### config.mk
export PLATFORM = sky130hd
export DESIGN_NAME = div_sequencer
export DESIGN_NICKNAME = d
export VERILOG_FILES = /design/src/rtl/div_pkg.sv /design/src/rtl/div_iter_counter.sv /design/src/rtl/div_sequencer.sv
export SDC_FILE = /design/constraint.sdc
export NUM_CORES = 1
export LEC_CHECK = 0
export CORE_UTILIZATION = 26
export CTS_CLUSTER_DIAMETER = 50
export DETAILED_ROUTE_END_ITERATION = 10
export SLEW_MARGIN = 20
export SYNTH_ARGS = -nofsm -noshare
export SYNTH_HDL_FRONTEND = slang
export SYNTH_HIERARCHICAL = 1
export SYNTH_SLANG_ARGS = --single-unit
### constraint.sdc
create_clock -name clock -period 2.5 [get_ports clock]
set_input_delay 0.5 -clock clock [delete_from_list [all_inputs] [get_ports clock]]
set_output_delay 0.5 -clock clock [all_outputs]
set_load 0.02 [all_outputs]
### src/rtl/div_pkg.sv
// rtl/div_pkg.sv - shared divider sequencer state encoding and counter-width helper
package div_pkg;

  typedef enum logic [2:0] {
    IDLE,
    LOAD,
    ITER,
    CORRECT,
    SIGNFIX,
    DONE
  } divState_t;

  // Also used by the multiplier control to size its iteration counter.
  function automatic int cntWidth(input int width);
    return $clog2(width + 1);
  endfunction

endpackage

### src/rtl/div_iter_counter.sv
// rtl/div_iter_counter.sv - iteration counter with sync clear, enable and last-iteration flag
module div_iter_counter #(
  parameter int WIDTH = 32,
  parameter int CW    = div_pkg::cntWidth(WIDTH)
) (
  input  logic          clock,
  input  logic          reset,
  input  logic          clear,
  input  logic          enable,
  output logic [CW-1:0] count,
  output logic          terminal
);

  localparam logic [CW-1:0] LAST = CW'(WIDTH - 1);

  always_ff @(posedge clock) begin
    if (reset || clear) begin
      count <= '0;
    end else if (enable) begin
      count <= count + CW'(1);
    end
  end

  assign terminal = (count == LAST);

endmodule

### src/rtl/div_sequencer.sv
// rtl/div_sequencer.sv - control FSM for the iterative non-restoring divider datapath
module div_sequencer
  import div_pkg::*;
#(
  parameter int WIDTH = 32,
  parameter int CW    = cntWidth(WIDTH)
) (
  input  logic          clock,
  input  logic          reset,
  input  logic          start,
  input  logic          signed_mode,
  input  logic          dividend_neg,
  input  logic          divisor_neg,
  input  logic          divisor_zero,
  input  logic          rem_msb,
  input  logic          sum_msb,
  output logic          load,
  output logic          add,
  output logic          sub,
  output logic          shift,
  output logic          q0,
  output logic          nop,
  output logic          negate_q,
  output logic          negate_r,
  output logic          busy,
  output logic          ready,
  output logic          div_by_zero,
  output logic [CW-1:0] count
);

  divState_t state;
  divState_t nextState;
  logic      negQ;
  logic      negR;
  logic      zeroFlag;
  logic      cntClear;
  logic      cntEnable;
  logic      cntLast;

  div_iter_counter #(
    .WIDTH (WIDTH),
    .CW    (CW)
  ) u_iterCounter (
    .clock    (clock),
    .reset    (reset),
    .clear    (cntClear),
    .enable   (cntEnable),
    .count    (count),
    .terminal (cntLast)
  );

  always_ff @(posedge clock) begin
    if (reset) begin
      state    <= IDLE;
      negQ     <= 1'b0;
      negR     <= 1'b0;
      zeroFlag <= 1'b0;
    end else begin
      state <= nextState;
      if (state == IDLE && start) begin
        negQ <= signed_mode & (dividend_neg ^ divisor_neg);
        negR <= signed_mode & dividend_neg;
      end
      if (state == LOAD) begin
        zeroFlag <= divisor_zero;
      end
      if (state == DONE) begin
        zeroFlag <= 1'b0;
      end
    end
  end

  always_comb begin
    nextState   = state;
    load        = 1'b0;
    add         = 1'b0;
    sub         = 1'b0;
    shift       = 1'b0;
    q0          = 1'b0;
    negate_q    = 1'b0;
    negate_r    = 1'b0;
    ready       = 1'b0;
    div_by_zero = 1'b0;
    cntClear    = 1'b0;
    cntEnable   = 1'b0;
    case (state)
      IDLE: begin
        if (start) nextState = LOAD;
      end
      LOAD: begin
        load      = 1'b1;
        cntClear  = 1'b1;
        nextState = divisor_zero ? DONE : ITER;
      end
      ITER: begin
        // Non-restoring step: sign of the partial remainder picks add vs subtract.
        shift     = 1'b1;
        add       = rem_msb;
        sub       = ~rem_msb;
        q0        = ~sum_msb;
        cntEnable = 1'b1;
        if (cntLast) nextState = CORRECT;
      end
      CORRECT: begin
        add       = rem_msb;
        nextState = SIGNFIX;
      end
      SIGNFIX: begin
        negate_q  = negQ;
        negate_r  = negR;
        nextState = DONE;
      end
      DONE: begin
        ready       = 1'b1;
        div_by_zero = zeroFlag;
        nextState   = IDLE;
      end
      default: nextState = IDLE;
    endcase
  end

  assign nop  = ~(add | sub | load);
  assign busy = (state != IDLE);

endmodule

* After elaboration in Yosys (flattened, before gate mapping)
Cells that the tools add are included.
** Word-level totals
- Bits in registers :: 12
- Bits of input ports :: 9
- Output and inout bits :: 17
- Logic and storage cells :: 42
** Cells by class
- $add $sub $neg :: 1
- Equality and inequality tests :: 8
- Multiplexer cells :: 13
- Bitwise operators :: 8
- Reductions and logical operators :: 7
** Operators with widths (number)
- 3-bit case mux with 5 select lines :: 1
- 1-bit 2-to-1 mux :: 9
- 3-bit 2-to-1 mux :: 3
- 6-bit by 1-bit adder with 6-bit output (second input constant) :: 1
- 3-bit by 2-bit equality test with 1-bit output (second input constant) :: 2
- 3-bit equality test (second input constant) :: 2
- 6-bit by 5-bit equality test with 1-bit output (second input constant) :: 1
- 2-bit != test (second input constant) :: 2
- 2-bit OR reduction :: 2
- 3-bit by 1-bit equality test with 1-bit output (second input constant) :: 1
- 3-bit zero test :: 1
- 1-bit inverter :: 3
- 3-bit nonzero test :: 1
- 1-bit bitwise AND :: 2
- 1-bit OR :: 2
- 2-bit AND reduction :: 1
- 1-bit logical AND :: 1
- 1-bit logical OR :: 1
- 1-bit bitwise XOR :: 1

* Depth between registers and ports, before layout
- Depth after elaboration :: 6
- Depth in mapped cells :: 7
- Gate-level depth less buffers :: 6

* By module
Netlist, hierarchy kept.
** By module, submodules not included
- div_sequencer :: instances 1, cells an instance 50, area an instance 369.1 um^2, sequential area each 120.1 um^2
- div_iter_counter :: instances 1, cells an instance 28, area an instance 259.0 um^2, sequential area each 120.1 um^2

* Worst setup path after synthesis
No wires, ideal clock.
- Path kind :: register to register
- Start point :: reg state[0]
- End point :: reg u_iterCounter.count[5]
- Library setup time :: 70 ps
- Arrival time :: 1487 ps
- Data required time :: 2430 ps
- Setup slack :: 943 ps
- Cell stages (with the launch flop) :: 8
- Path buffers :: 1
- Period minus slack after synthesis :: 1557 ps
- Cell sequence :: dfxtp_1 > buf_6 > nor2_1 > nand2_1 > inv_1 > nand4_2 > or3_1 > a21oi_1
** On the way
- Elaborated cells on any way between the ends :: 5
- Those cells by class :: 2 x eq/ne; 2 x mux; 1 x reduce/logical
** RTL lines
- from (decl) :: RTL line div_sequencer.sv:31 : divState_t state;
- from (signal assigned) :: RTL line div_sequencer.sv:59 : state <= nextState;
- 3-bit by 2-bit equality test with 1-bit output
- 1-bit 2-to-1 mux
- net shift :: RTL line div_sequencer.sv:20 : output logic shift,
- to (signal assigned) :: RTL line div_iter_counter.sv:20 : count <= count + CW'(1);
- to (decl) :: RTL line div_iter_counter.sv:10 : output logic [CW-1:0] count,
The timed path passes the listed nets, and every way through them passes these cells.
A chain may end at the register's enable or synchronous reset.

* Final worst setup path
- Start point :: reg state[1]
- End point :: out negate_q
** On the way
- Word-level cells in the longest chain between the ends :: 2
** Ends and longest elaborated chain
- 3-bit equality test :: RTL line div_sequencer.sv:86 : case (state)
- 1-bit 2-to-1 mux :: RTL line div_sequencer.sv:86
- to (decl) :: RTL line div_sequencer.sv:23 : output logic negate_q,
No other way between the ends.

==> impl_metrics.json <==
{
  "status": "completed",
  "final_nets": 115,
  "met1_usage": 0.1429,
  "yosysMostFrequentCell": "nor2_1",
  "power_mw": 0.4759,
  "viasPerCell": 4.598,
  "synth_area_per_cell_um2": 8.053,
  "drv_slew": 0,
  "relSlewSlack": 0.7609,
  "max_freq_mhz": 432.9,
  "synth.yosys.seq_area_share": 0.3825,
  "design_area_um2": 933.4,
  "dp_hpwl_um": 1011,
  "ios": 26,
  "die_w_um": 51.15,
  "numCtsBuffers": 3,
  "synthArstFlopShare": 0,
  "min_period_ps": 2310,
  "place_ws_ps": 246.7,
  "path_clk_slew_ps": 80,
  "drc_errors": 0,
  "core_mm2": 0.002255,
  "setup_viol": 0,
  "synth_edf_count": 0,
  "cp_max_fo": 12,
  "antenna_found_initial": 0,
  "use_met3": 0.06845,
  "synth_largest_area_cell": "dfxtp_1",
  "dieHeight_um": 51.15,
  "syn_inst": 78,
  "cts_tree": "yes",
  "cp.arrival_ps": 1810,
  "gp_congestion": 0.7304,
  "grt_pass1_vias": 555,
  "hold_viol_final": 0,
  "maxCapViolations": 0,
  "track_usage": 0.1267,
  "leakagePower_nw": 0.3783,
  "synth.area.top_cells": "dfxtp_1 38%, nor2_1 7.8%, xor2_1 5.6%, nand2_1 5.4%, a21oi_1 4.0%",
  "setup_ws_ps": 189.9,
  "vias": 607,
  "htreeDepth": 1,
  "grt_max_degree": 16,
  "rsz0062_at_grt": "no",
  "firstDrtPassIters": 4,
  "synth_flop_cell": "dfxtp_1",
  "ys_warn_count": 6,
  "use_met2": 0.1886,
  "layout-drive-gt1-share": 0.09615,
  "fillers": 234,
  "path_class": "reg -> out",
  "finalCoreUtilization": 0.4140,
  "synth.distinct_cells": 28,
  "ant_nets": 0,
  "power_per_cell_area_mw_per_mm2": 509.9,
  "busiest_layer": "met2",
  "fin_setup_tns_ps": 0,
  "dr.first_iter.drc_count": 6,
  "instances_no_fill": 132,
  "dieArea_mm2": 0.002616,
  "cts_setup_buffers": 0,
  "overflow": 0,
  "root_buffer": "clkbuf_4",
  "row_count": 17,
  "grt_pass1_wl_um": 2401,
  "routedWlPerCell_um": 10.76,
  "wirelength_um": 1420,
  "worstMarginPinSlew_ps": 358.2,
  "irDropWorstVdd_mv": 0.3594,
  "fin_crit_sh": 0.9241,
  "clk_latency_ps": 280,
  "clock_path_buffers": 2,
  "start_util": 0.2786,
  "syn_to_final_growth_pct": 48.61,
  "fin_hold_ws_ps": 451.7,
  "start_kind": "register",
  "finClkSkew_ps": 6.750,
  "syn-cell-area_um2": 628.1,
  "syn_nets": 88,
  "synth_top_area_share": 0.3825,
  "cts.sinks": 12,
  "post_dp_cell_area_um2": 894.6,
  "hold_class": "reg -> reg",
  "dp.cells": 128,
  "ys_top_cells_by_count": "13 x nor2_1, 12 x dfxtp_1, 9 x nand2_1, 5 x a21oi_1",
  "critPathCaptureType": "output pin",
  "port_buffers": 25,
  "ys_seq_elements": 12,
  "required_ps": 2000,
  "diodes": 0
}
## timing repair
action | in CTS | in global routing
resized for setup | 0 | 1
hold buffers | 0 | 0
setup endpoints to repair | 0 | 1
## routing by layer
metal  share of wire  wire length, um  vias up
met3            0.10              148        5
met4           0.018               25        0
met1            0.45              645      259
li1                -                -      317
met5               0                0        -
met2            0.42              601       26
## critical path: stages (launching register included)
cell and delay (ps):
dfxtp_1 420, nor2_1 290, and3_1 210, clkdlybuf4s50_1 600
## where the power goes
| group | internal (mW) | switching [mW] | total (mW) |
|---|---|---|---|
| Combinational | 0.0542 | 0.0527 | 0.107 |
| Clock | 0.0887 | 0.0705 | 0.159 |
| Sequential | 0.199 | 0.0108 | 0.210 |
## cells in the final DEF (no fill, tap or decap), types with 2 or more instances in the layout
cell type / Yosys / routed
clkdlybuf4s50_1: 0 / 24
nor2_1: 13 / 13
dfxtp_1: 12 / 12
nand2_1: 9 / 9
a21oi_1: 5 / 5
o21ai_0: 4 / 4
xor2_1: 4 / 4
and3_1: 3 / 3
nand3_1: 3 / 3
clkbuf_4: 0 / 3
or3_1: 2 / 2
nand2b_1: 2 / 2
or2_2: 2 / 2
nand4_1: 2 / 2
## worst paths after layout
kind / cells past startpoint / from / end / slack (ps)
worst max-delay path: 3 / state[1]$_SDFFE_PP0P_ / negate_q / 190
worst min-delay path: 2 / negQ$_SDFFE_PP0P_ / negQ$_SDFFE_PP0P_ / 450
worst max register to register: 5 / state[1]$_SDFFE_PP0P_ / u_iterCounter/count[5]$_SDFFE_PP0P_ / 850
worst min register to register: 2 / negQ$_SDFFE_PP0P_ / negQ$_SDFFE_PP0P_ / 450
## state kept, by name, summed over array words and instances, names as in the netlist
signal	flops
negR	1
negQ	1
zeroFlag	1
state	3
u_iterCounter/count	6
## cell type report
| type | instances | area (um^2) | area share |
|---|---|---|---|
| Multi-Input combinational cell | 61 | 357.8 | 0.3834 |
| Tap cell | 28 | 35.03 | 0.03753 |
| Sequential cell | 12 | 240.2 | 0.2574 |
| Inverter | 1 | 3.754 | 0.004021 |
| Timing Repair Buffer | 26 | 260.3 | 0.2788 |
| Clock buffer | 4 | 36.28 | 0.03887 |
## cells by family (layout without fill, tap and decap cells)
| logic type | Yosys count | in the layout | synth area share |
|---|---|---|---|
| buffers and inverters | 5 | 31 | 0.04781 |
| adder cells (fa/ha/maj) | 1 | 1 | 0.01992 |
| multiplexers | 1 | 1 | 0.01594 |
| flip-flops | 12 | 12 | 0.3825 |
| AND/OR/NAND/NOR | 43 | 43 | 0.3705 |
| XOR/XNOR | 5 | 5 | 0.06972 |
| AO/OA/AOI/OAI | 11 | 11 | 0.09363 |
Note: power is estimated with default switching activity, not from simulation.
